## src/rtl/apb_mailbox_slave.sv

```systemverilog
// apb_mailbox_slave
//   APB slave giving software a buffered mailbox: an outbound (TX) word FIFO
//   drained by a valid/ready stream, an inbound (RX) word FIFO filled by a
//   valid/ready stream, a STATUS register, an IRQ enable register and a
//   registered level interrupt.
// Register map (word offsets):
//   0x00 TXDATA  W: push into TX (slverr when full)   R: 0
//   0x04 RXDATA  R: pop RX head (slverr when empty)   W: ignored
//   0x08 STATUS  R: [0] tx_full [1] tx_empty [2] rx_full [3] rx_empty
//                   [15:8] tx_count [23:16] rx_count
//   0x0C IRQEN   RW: [0] rx_nonempty_en [1] tx_empty_en
//   others       slverr, prdata=0, no side effect
// Ports:
//   clk, rst                 clock, asynchronous active-high reset
//   psel/penable/paddr/pwrite/pwdata -> prdata/pready/pslverr  APB slave side
//   tx_valid/tx_ready/tx_data  outbound stream (TX FIFO head)
//   rx_valid/rx_ready/rx_data  inbound stream into RX FIFO
//   irq                      registered level interrupt
module apb_mailbox_slave #(
  parameter int unsigned BW_ADDR = 8,
  parameter int unsigned BW_DATA = 32,
  parameter int unsigned DEPTH   = 4
) (
  input  logic               clk,
  input  logic               rst,
  input  logic               psel,
  input  logic               penable,
  input  logic [BW_ADDR-1:0] paddr,
  input  logic               pwrite,
  input  logic [BW_DATA-1:0] pwdata,
  output logic [BW_DATA-1:0] prdata,
  output logic               pready,
  output logic               pslverr,
  output logic               tx_valid,
  input  logic               tx_ready,
  output logic [BW_DATA-1:0] tx_data,
  input  logic               rx_valid,
  output logic               rx_ready,
  input  logic [BW_DATA-1:0] rx_data,
  output logic               irq
);

  localparam int unsigned PW = $clog2(DEPTH) + 1;
  localparam int unsigned AW = PW - 1;
  localparam int unsigned WW = BW_ADDR - 2;

  typedef enum logic {IDLE, RESP} state_t;

  state_t             state_q, state_d;
  logic [PW-1:0]      tx_wr_q, tx_wr_d, tx_rd_q, tx_rd_d;
  logic [PW-1:0]      rx_wr_q, rx_wr_d, rx_rd_q, rx_rd_d;
  logic [BW_DATA-1:0] tx_mem [DEPTH];
  logic [BW_DATA-1:0] rx_mem [DEPTH];
  logic [1:0]         irqen_q, irqen_d;
  logic [BW_DATA-1:0] prdata_q, prdata_d;
  logic               pslverr_q, pslverr_d;
  logic               irq_q, irq_d;

  logic [PW-1:0]      tx_cnt, rx_cnt;
  logic               tx_full, tx_empty, rx_full, rx_empty;
  logic               tx_push, tx_pop, rx_push, rx_pop;
  logic [WW-1:0]      widx;
  logic [BW_DATA-1:0] status;
  logic [BW_DATA-1:0] rx_head;
  logic               unused_addr_lsb;

  assign unused_addr_lsb = ^paddr[1:0];
  assign widx            = paddr[BW_ADDR-1:2];

  // Pointers carry one extra MSB so full and empty differ at equal indices.
  assign tx_cnt   = tx_wr_q - tx_rd_q;
  assign rx_cnt   = rx_wr_q - rx_rd_q;
  assign tx_full  = (tx_cnt == PW'(DEPTH));
  assign tx_empty = (tx_cnt == '0);
  assign rx_full  = (rx_cnt == PW'(DEPTH));
  assign rx_empty = (rx_cnt == '0);

  assign tx_data  = tx_mem[tx_rd_q[AW-1:0]];
  assign rx_head  = rx_mem[rx_rd_q[AW-1:0]];
  assign tx_valid = ~tx_empty;
  assign rx_ready = ~rx_full;
  assign tx_pop   = tx_valid & tx_ready;
  assign rx_push  = rx_valid & rx_ready;

  assign prdata   = prdata_q;
  assign pslverr  = pslverr_q;
  assign pready   = (state_q == RESP);
  assign irq      = irq_q;

  always_comb begin
    status        = '0;
    status[0]     = tx_full;
    status[1]     = tx_empty;
    status[2]     = rx_full;
    status[3]     = rx_empty;
    status[15:8]  = 8'(tx_cnt);
    status[23:16] = 8'(rx_cnt);
  end

  always_comb begin
    state_d   = state_q;
    prdata_d  = prdata_q;
    pslverr_d = pslverr_q;
    irqen_d   = irqen_q;
    tx_push   = 1'b0;
    rx_pop    = 1'b0;
    case (state_q)
      IDLE: begin
        if (psel && penable) begin
          state_d   = RESP;
          prdata_d  = '0;
          pslverr_d = 1'b0;
          if (pwrite) begin
            case (widx)
              WW'(0): begin
                if (tx_full) pslverr_d = 1'b1;
                else         tx_push   = 1'b1;
              end
              WW'(1), WW'(2): ;
              WW'(3): irqen_d = pwdata[1:0];
              default: pslverr_d = 1'b1;
            endcase
          end else begin
            case (widx)
              WW'(0): ;
              WW'(1): begin
                if (rx_empty) pslverr_d = 1'b1;
                else begin
                  rx_pop   = 1'b1;
                  prdata_d = rx_head;
                end
              end
              WW'(2): prdata_d = status;
              WW'(3): prdata_d = {{(BW_DATA-2){1'b0}}, irqen_q};
              default: pslverr_d = 1'b1;
            endcase
          end
        end
      end
      RESP: state_d = IDLE;
      default: state_d = IDLE;
    endcase

    tx_wr_d = tx_push ? tx_wr_q + PW'(1) : tx_wr_q;
    tx_rd_d = tx_pop  ? tx_rd_q + PW'(1) : tx_rd_q;
    rx_wr_d = rx_push ? rx_wr_q + PW'(1) : rx_wr_q;
    rx_rd_d = rx_pop  ? rx_rd_q + PW'(1) : rx_rd_q;

    // Built from registered FIFO/IRQEN state, so irq trails each change by a cycle.
    irq_d = (irqen_q[0] & ~rx_empty) | (irqen_q[1] & tx_empty);
  end

  always_ff @(posedge clk or posedge rst) begin
    if (rst) begin
      state_q   <= IDLE;
      tx_wr_q   <= '0;
      tx_rd_q   <= '0;
      rx_wr_q   <= '0;
      rx_rd_q   <= '0;
      irqen_q   <= '0;
      prdata_q  <= '0;
      pslverr_q <= 1'b0;
      irq_q     <= 1'b0;
    end else begin
      state_q   <= state_d;
      tx_wr_q   <= tx_wr_d;
      tx_rd_q   <= tx_rd_d;
      rx_wr_q   <= rx_wr_d;
      rx_rd_q   <= rx_rd_d;
      irqen_q   <= irqen_d;
      prdata_q  <= prdata_d;
      pslverr_q <= pslverr_d;
      irq_q     <= irq_d;
    end
  end

  // Storage needs no reset: contents are only visible through valid pointers.
  always_ff @(posedge clk) begin
    if (tx_push) tx_mem[tx_wr_q[AW-1:0]] <= pwdata;
    if (rx_push) rx_mem[rx_wr_q[AW-1:0]] <= rx_data;
  end

endmodule

```

## config.mk

```make
export PLATFORM = sky130hd
export DESIGN_NAME = apb_mailbox_slave
export DESIGN_NICKNAME = d
export VERILOG_FILES = /design/src/rtl/apb_mailbox_slave.sv
export SDC_FILE = /design/constraint.sdc
export NUM_CORES = 1
export LEC_CHECK = 0
export ABC_AREA = 1
export CAP_MARGIN = 15
export CORE_MARGIN = 2
export CORE_UTILIZATION = 54
export CTS_CLUSTER_DIAMETER = 50
export DETAILED_ROUTE_END_ITERATION = 8
export PLACE_DENSITY_LB_ADDON = 0.2
export SETUP_SLACK_MARGIN = 0.5
export SYNTH_ARGS = -nofsm -noshare
export SYNTH_HDL_FRONTEND = slang
export SYNTH_SLANG_ARGS = --single-unit
export TNS_END_PERCENT = 10
```

## constraint.sdc

```tcl
create_clock -name clk -period 8 [get_ports clk]
set_clock_uncertainty 0.1 [all_clocks]
set_input_delay 1.6 -clock clk [delete_from_list [all_inputs] [get_ports clk]]
set_output_delay 1.6 -clock clk [all_outputs]
set_load 0.05 [all_outputs]
```

==> results.sh, run 1 <==
export IMPL_rsz0062_at_grt="false"
export IMPL_place_area_sq_um=13800
export IMPL_dr_first_iter_drc_count=433
export IMPL_register_area_sq_um=8920
export IMPL_io_pins=148
export IMPL_synth_top_cell_area_share_pct=63.3
export IMPL_start_kind="register"
export IMPL_combinationalPowerShare_pct=30.0
export IMPL_row_count=54
export IMPL_power_switching_mw=1.67
export IMPL_antenna_found_initial=0
export IMPL_r2r_start="tx_rd_q[0]$_DFFE_PP0P_"
export IMPL_cp_startpoint="tx_rd_q[0]$_DFFE_PP0P_"
export IMPL_grt_pass1_vias=7318
export IMPL_required_ns=6.30
export IMPL_post_cts_setup_buffer_count=0
export IMPL_syn_num_nets=1030
export IMPL_status="finished, final reports clean"
export IMPL_yosysTopAreaCell="edfxtp_1"
export IMPL_p_sw_share_pct=34.3
export IMPL_postRouteWirelength_um=24100
export IMPL_areaGrowthSynthToFinish_pct=22.4
export IMPL_clk_latency_ns=0.50
export IMPL_power_density_nw_per_um2=328
export IMPL_cap_violations=0
export IMPL_vias_per_cell=5.41
export IMPL_setup_viol=0
export IMPL_design_area_sq_um=14900
export IMPL_worst_r2r_setup_slack_ns=4.37
export IMPL_grt_max_degree=67
export IMPL_dp_slack_ns=3.40
export IMPL_synth_area_sq_um=12100
export IMPL_wire_per_inst_um=17.4
export IMPL_drc=0
export IMPL_ir_drop_v=0.000229
export IMPL_holdBufCountCts=0
export IMPL_fillers=1604
export IMPL_clockPowerShare_pct=29.6
export IMPL_grtUsageTotal_pct=20.4
export IMPL_grt_pass1_wl_um=37800
export IMPL_max_slew_margin_rel_pct=26.1
export IMPL_multi_input_area_sq_um=2900
export IMPL_power_leakage_nw=5.32
export IMPL_drive_gt1_share_pct=9.97
export IMPL_crit_type="register to primary output"
export IMPL_drv_slew=0
export IMPL_avgSynthCellArea_sq_um=13.0
export IMPL_fin_crit_ns=5.09
export IMPL_design_core_area_sq_um=22000
export IMPL_cts_root_buf="clkbuf_16"
export IMPL_die_w_um=154
export IMPL_hold_path_class="register to register"
export IMPL_die_y_um=154
export IMPL_crit_fanout=42
export IMPL_ys_top_cells_by_count="edfxtp_1 (256), nand2_1 (185), nor2_1 (104)"
export IMPL_worstPathArrival_ns=3.39
export IMPL_path_clk_slew_ns=0.05
export IMPL_yosys_register_bits=305
export IMPL_clock_sinks=305
export IMPL_cts_tree="done"
export IMPL_cts_made_buffers=35
export IMPL_worst_slack_ns=2.91
export IMPL_finalCritPeriodShare_pct=63.6
export IMPL_synthFlopType="edfxtp_1"
export IMPL_timing_hold_violations_final=0
export IMPL_postRouteAntennaNets=0
export IMPL_insertedDiodeCount=0
export IMPL_max_freq_ghz=0.196
export IMPL_dr_total_vias=7477
export IMPL_nNetsFinal=1170
export IMPL_synthArstFlopShare_pct=16.1
export IMPL_grt_overflow=0
export IMPL_ys_warn_count=0
export IMPL_synth_edff_count=256
export IMPL_dieArea_sq_um=23700
export IMPL_yosysMostFrequentCell="edfxtp_1"
export IMPL_worst_slew_pin_slew_ns=1.11
export IMPL_first_pass_iters=5
export IMPL_htreeDepth=2
export IMPL_clockBufferDepth=3
export IMPL_sequentialPowerShare_pct=40.3
export IMPL_routabilityCongestion=0.750
export IMPL_finalSetupTns_ns=0
export IMPL_dp_hpwl_um=13600
export IMPL_holdCritStartpoint="prdata[18]$_DFFE_PP0P_"
export IMPL_internal_power_mw=3.20
export IMPL_ys_top_cells_by_area="edfxtp_1 (63%), dfrtp_1 (10%), nand2_1 (5.7%)"
export IMPL_numPortBuffers=145
export IMPL_postSynthCellCount=937
export IMPL_worst_setup_path_end_kind="primary output"
export IMPL_netlist_cell_type_count=29
export IMPL_start_util_pct=55.3
export IMPL_hold_ws_ns=0.375
export IMPL_yosysSeqAreaShare_pct=73.4
export IMPL_post_cts_resized=0
[per-stage QoR]
step / power (mW) / std cells / utilization (%)
after CTS: 4.91 / 1383 / 67.7
after detailed placement: 3.46 / 1320 / 62.8
final: 4.87 / 1383 / 67.7
after floorplan: 3.00 / 937 / -
after global placement: 3.45 / 1320 / 62.8
after global routing: 5.10 / 1383 / 67.7
[power groups by stage]
stage	Clock (mW)	Sequential, mW	Combinational, mW
2_1_floorplan	0	1.98	1.01
3_3_place_gp	0	1.99	1.46
3_5_place_dp	0	2.00	1.47
4_1_cts	1.47	1.97	1.48
5_1_grt	1.54	1.98	1.58
6_report	1.44	1.96	1.46
[registers in the layout (all words and copies together), names as in the netlist]
signal	cells
rx_mem	128
tx_mem	128
prdata	32
rx_rd_q	3
rx_wr_q	3
tx_rd_q	3
tx_wr_q	3
irqen_q	2
irq	1
pready	1
pslverr	1
[placed cells by master, fill, tap and decap left out]
master,synthesis,final
o21ai_1,10,10
inv_1,31,29
dfrtp_2,0,2
nand3_2,1,1
nor2_1,104,98
buf_4,5,5
clkbuf_1,19,8
clkdlybuf4s50_1,0,145
nor2_4,6,14
a32o_1,22,22
nand3_1,22,22
o21ai_0,86,86
a21oi_1,25,25
inv_2,6,8
clkinv_1,0,7
edfxtp_1,256,256
dfrtp_1,49,47
nand4_1,2,2
nor4_4,1,1
inv_8,0,1
nand2_4,1,1
clkinvlp_4,0,1
o21ai_2,20,20
nand3_4,1,1
xor2_1,5,5
nand2_1,185,185
nor3_2,1,1
fa_1,2,2
clkbuf_8,0,1
ha_1,12,12
clkinv_2,0,5
nor2_2,3,1
clkbuf_16,0,37
clkinv_4,0,3
o22ai_1,32,32
nand2_2,7,7
[worst max-delay path, stage by stage (launching register included)]
cell and delay [ns]:
dfrtp_2 0.64, buf_4 0.45, ha_1 0.24, fa_1 0.45
nand2_1 0.08, inv_1 0.07, nand2_1 0.14, clkdlybuf4s50_1 0.82
[final cells by class]
| class | instances | area share [%] |
|---|---|---|
| clock buffer | 46 | 6.53 |
| clock inverter | 17 | 0.648 |
| inverter | 37 | 0.935 |
| multi-input combinational | 548 | 19.5 |
| sequential | 305 | 60.0 |
| tap | 280 | 2.36 |
| timing repair buffer | 150 | 10.0 |
[final timing paths]
check	end	depth (start not counted)
worst max-delay path	tx_valid	7
worst min-delay path	prdata[18]$_DFFE_PP0P_	2
worst max register to register	tx_mem[3][26]$_DFFE_PP_	8
worst min register to register	prdata[18]$_DFFE_PP0P_	2
max in group asynchronous	rx_rd_q[0]$_DFFE_PP0P_	3
min in group asynchronous	pready$_DFF_PP0_	3
[routing by layer]
metal / vias to the layer above / track usage (%) / routed length, um
li1: 3624 / - / -
met1: 3616 / 25.8 / 9870
met2: 193 / 35.6 / 12100
met3: 44 / 4.71 / 1660
met4: 0 / 6.05 / 471
met5: - / 0 / 0
[kinds of logic after synthesis]
family / synth area share [%]
DFF: 73.4
and+or+nand+nor: 11.6
AOI/OAI and AO/OA: 9.90
adders and majority gates: 1.57
xor gates and xnor gates: 0.361
buffers and inverters: 3.14
Note: power is estimated with default switching activity, not from simulation.
==> inputs of run 2 (changes only) <==
Settings changed: CORE_UTILIZATION 54 to 50.
Clock period 8 ns to 4.3 ns, I/O delays scaled along.
==> results.sh, run 2 (same netlist as run 1, synthesis figures left out) <==
export IMPL_grtUsageTotal_pct=19.0
export IMPL_cts_tree="done"
export IMPL_fin_crit_ns=3.80
export IMPL_cts_root_buf="clkbuf_16"
export IMPL_worst_slew_pin_slew_ns=1.07
export IMPL_htreeDepth=1
export IMPL_clk_latency_ns=0.56
export IMPL_power_leakage_nw=5.39
export IMPL_drv_slew=0
export IMPL_finalPower_mw=9.12
export IMPL_p_sw_share_pct=34.6
export IMPL_layout_common_cells="edfxtp_1 (256), nand2_1 (185), clkdlybuf4s50_1 (139), nor2_1 (98), o21ai_0 (86)"
export IMPL_power_density_nw_per_um2=608
export IMPL_design_core_area_sq_um=24100
export IMPL_internal_power_mw=5.97
export IMPL_sequentialPowerShare_pct=40.1
export IMPL_io_pins=148
export IMPL_insertedDiodeCount=0
export IMPL_worst_setup_path_end_kind="primary output"
export IMPL_die_y_um=160
export IMPL_setup_viol=0
export IMPL_row_count=57
export IMPL_dp_cells=1375
export IMPL_clockBufferDepth=3
export IMPL_dieArea_sq_um=25500
export IMPL_rsz0062_at_grt="true"
export IMPL_finalCritPeriodShare_pct=88.5
export IMPL_first_pass_iters=5
export IMPL_path_cells="inv_4 -> buf_4 -> nor2_1 -> o22ai_1 -> clkdlybuf4s50_1"
export IMPL_numPortBuffers=145
export IMPL_cpPeakStageDelay_ns=0.84
export IMPL_grt_overflow=0
export IMPL_status="finished, final reports clean"
export IMPL_combinationalPowerShare_pct=30.4
export IMPL_grt_pass1_vias=7422
export IMPL_dp_hpwl_um=14500
export IMPL_cap_violations=0
export IMPL_grt_max_degree=67
export IMPL_grt_pass1_wl_um=38700
export IMPL_finalSetupTns_ns=0
export IMPL_final_common_cell="edfxtp_1"
export IMPL_hold_path_depth=2
export IMPL_max_slew_margin_rel_pct=28.6
export IMPL_vias_per_cell=5.25
export IMPL_ir_drop_v=0.000513
export IMPL_cts_made_buffers=31
export IMPL_critPathSlowestCell="clkdlybuf4s50_1"
export IMPL_start_util_pct=50.4
export IMPL_antenna_found_initial=0
export IMPL_start_kind="register"
export IMPL_dr_first_iter_drc_count=570
export IMPL_dr_total_vias=7514
export IMPL_hold_path_class="register to register"
export IMPL_crit_type="register to primary output"
export IMPL_drc=0
export IMPL_drive_gt1_share_pct=11.2
export IMPL_power_switching_mw=3.15
export IMPL_max_freq_ghz=0.263
export IMPL_crit_fanout=26
export IMPL_worstPathArrival_ns=2.84
export IMPL_postRouteAntennaNets=0
export IMPL_clock_sinks=305
export IMPL_routabilityCongestion=0.775
export IMPL_areaGrowthSynthToFinish_pct=23.5
export IMPL_nNetsFinal=1177
export IMPL_reg2reg_depth=12
export IMPL_postRouteWirelength_um=24700
export IMPL_wire_per_inst_um=17.3
export IMPL_timing_hold_violations_final=0
export IMPL_path_clk_slew_ns=0.06
export IMPL_required_ns=3.34
export IMPL_die_w_um=160
export IMPL_clockPowerShare_pct=29.6
export IMPL_fin_cells=1431
## run 2: final timing paths
| kind | slack [ns] | from | endpoint |
|---|---|---|---|
| max | 0.50 | tx_rd_q[0]$_DFFE_PP0P_ | tx_data[9] |
| max in group asynchronous | 2.63 | rst | prdata[1]$_DFFE_PP0P_ |
| max reg2reg | 1.18 | tx_rd_q[0]$_DFFE_PP0P_ | tx_mem[3][20]$_DFFE_PP_ |
| min | 0.38 | prdata[6]$_DFFE_PP0P_ | prdata[6]$_DFFE_PP0P_ |
| min in group asynchronous | 0.71 | rst | tx_rd_q[1]$_DFFE_PP0P_ |
| min reg2reg | 0.38 | prdata[6]$_DFFE_PP0P_ | prdata[6]$_DFFE_PP0P_ |
## run 2: power groups by stage
stage | combinational (mW) | clock [mW] | sequential (mW)
2_1_floorplan | 1.89 | 0 | 3.69
3_3_place_gp | 2.75 | 0 | 3.71
3_5_place_dp | 2.79 | 0 | 3.71
4_1_cts | 2.80 | 2.76 | 3.66
5_1_grt | 2.98 | 2.88 | 3.68
6_report | 2.77 | 2.70 | 3.65
## run 2: per-layer routing
| metal | vias up | track usage, % | routed length, um |
|---|---|---|---|
| met5 | - | 0 | 0 |
| met4 | 0 | 4.01 | 332 |
| met3 | 25 | 3.48 | 1360 |
| met2 | 182 | 34.0 | 12600 |
| met1 | 3667 | 24.4 | 10400 |
| li1 | 3640 | - | - |
## run 2: timing repair
item,in CTS,in global routing
buffers inserted,0,0
setup endpoints to repair,33,31
gates resized for setup,5,3
hold buffers,0,0
## run 2: layout make-up
type	count	area [sq um]
Timing Repair Buffer	161	1590
Clock inverter	22	246
Sequential cell	305	8920
Clock buffer	34	797
Tap cell	324	405
Inverter	37	141
Fill cell	1853	9110
Multi-Input combinational cell	548	2900
## run 2: critical path: cells and delay by family, from the launching register on
kind            cells  cell delay, ns
compound gates      1            0.19
buf+inv             3            1.44
flops               1            0.59
simple gates        1            0.07
## run 2: through the flow
step	setup slack, ns	hold WS [ns]	utilization (%)	cell area (sq um)
2_1_floorplan	0.634	0.364	-	12100
3_3_place_gp	0.846	0.365	57.8	13900
3_5_place_dp	0.846	0.366	57.8	13900
4_1_cts	0.360	0.382	62.2	15000
5_1_grt	0.341	0.399	62.2	15000
6_report	0.496	0.380	62.2	15000
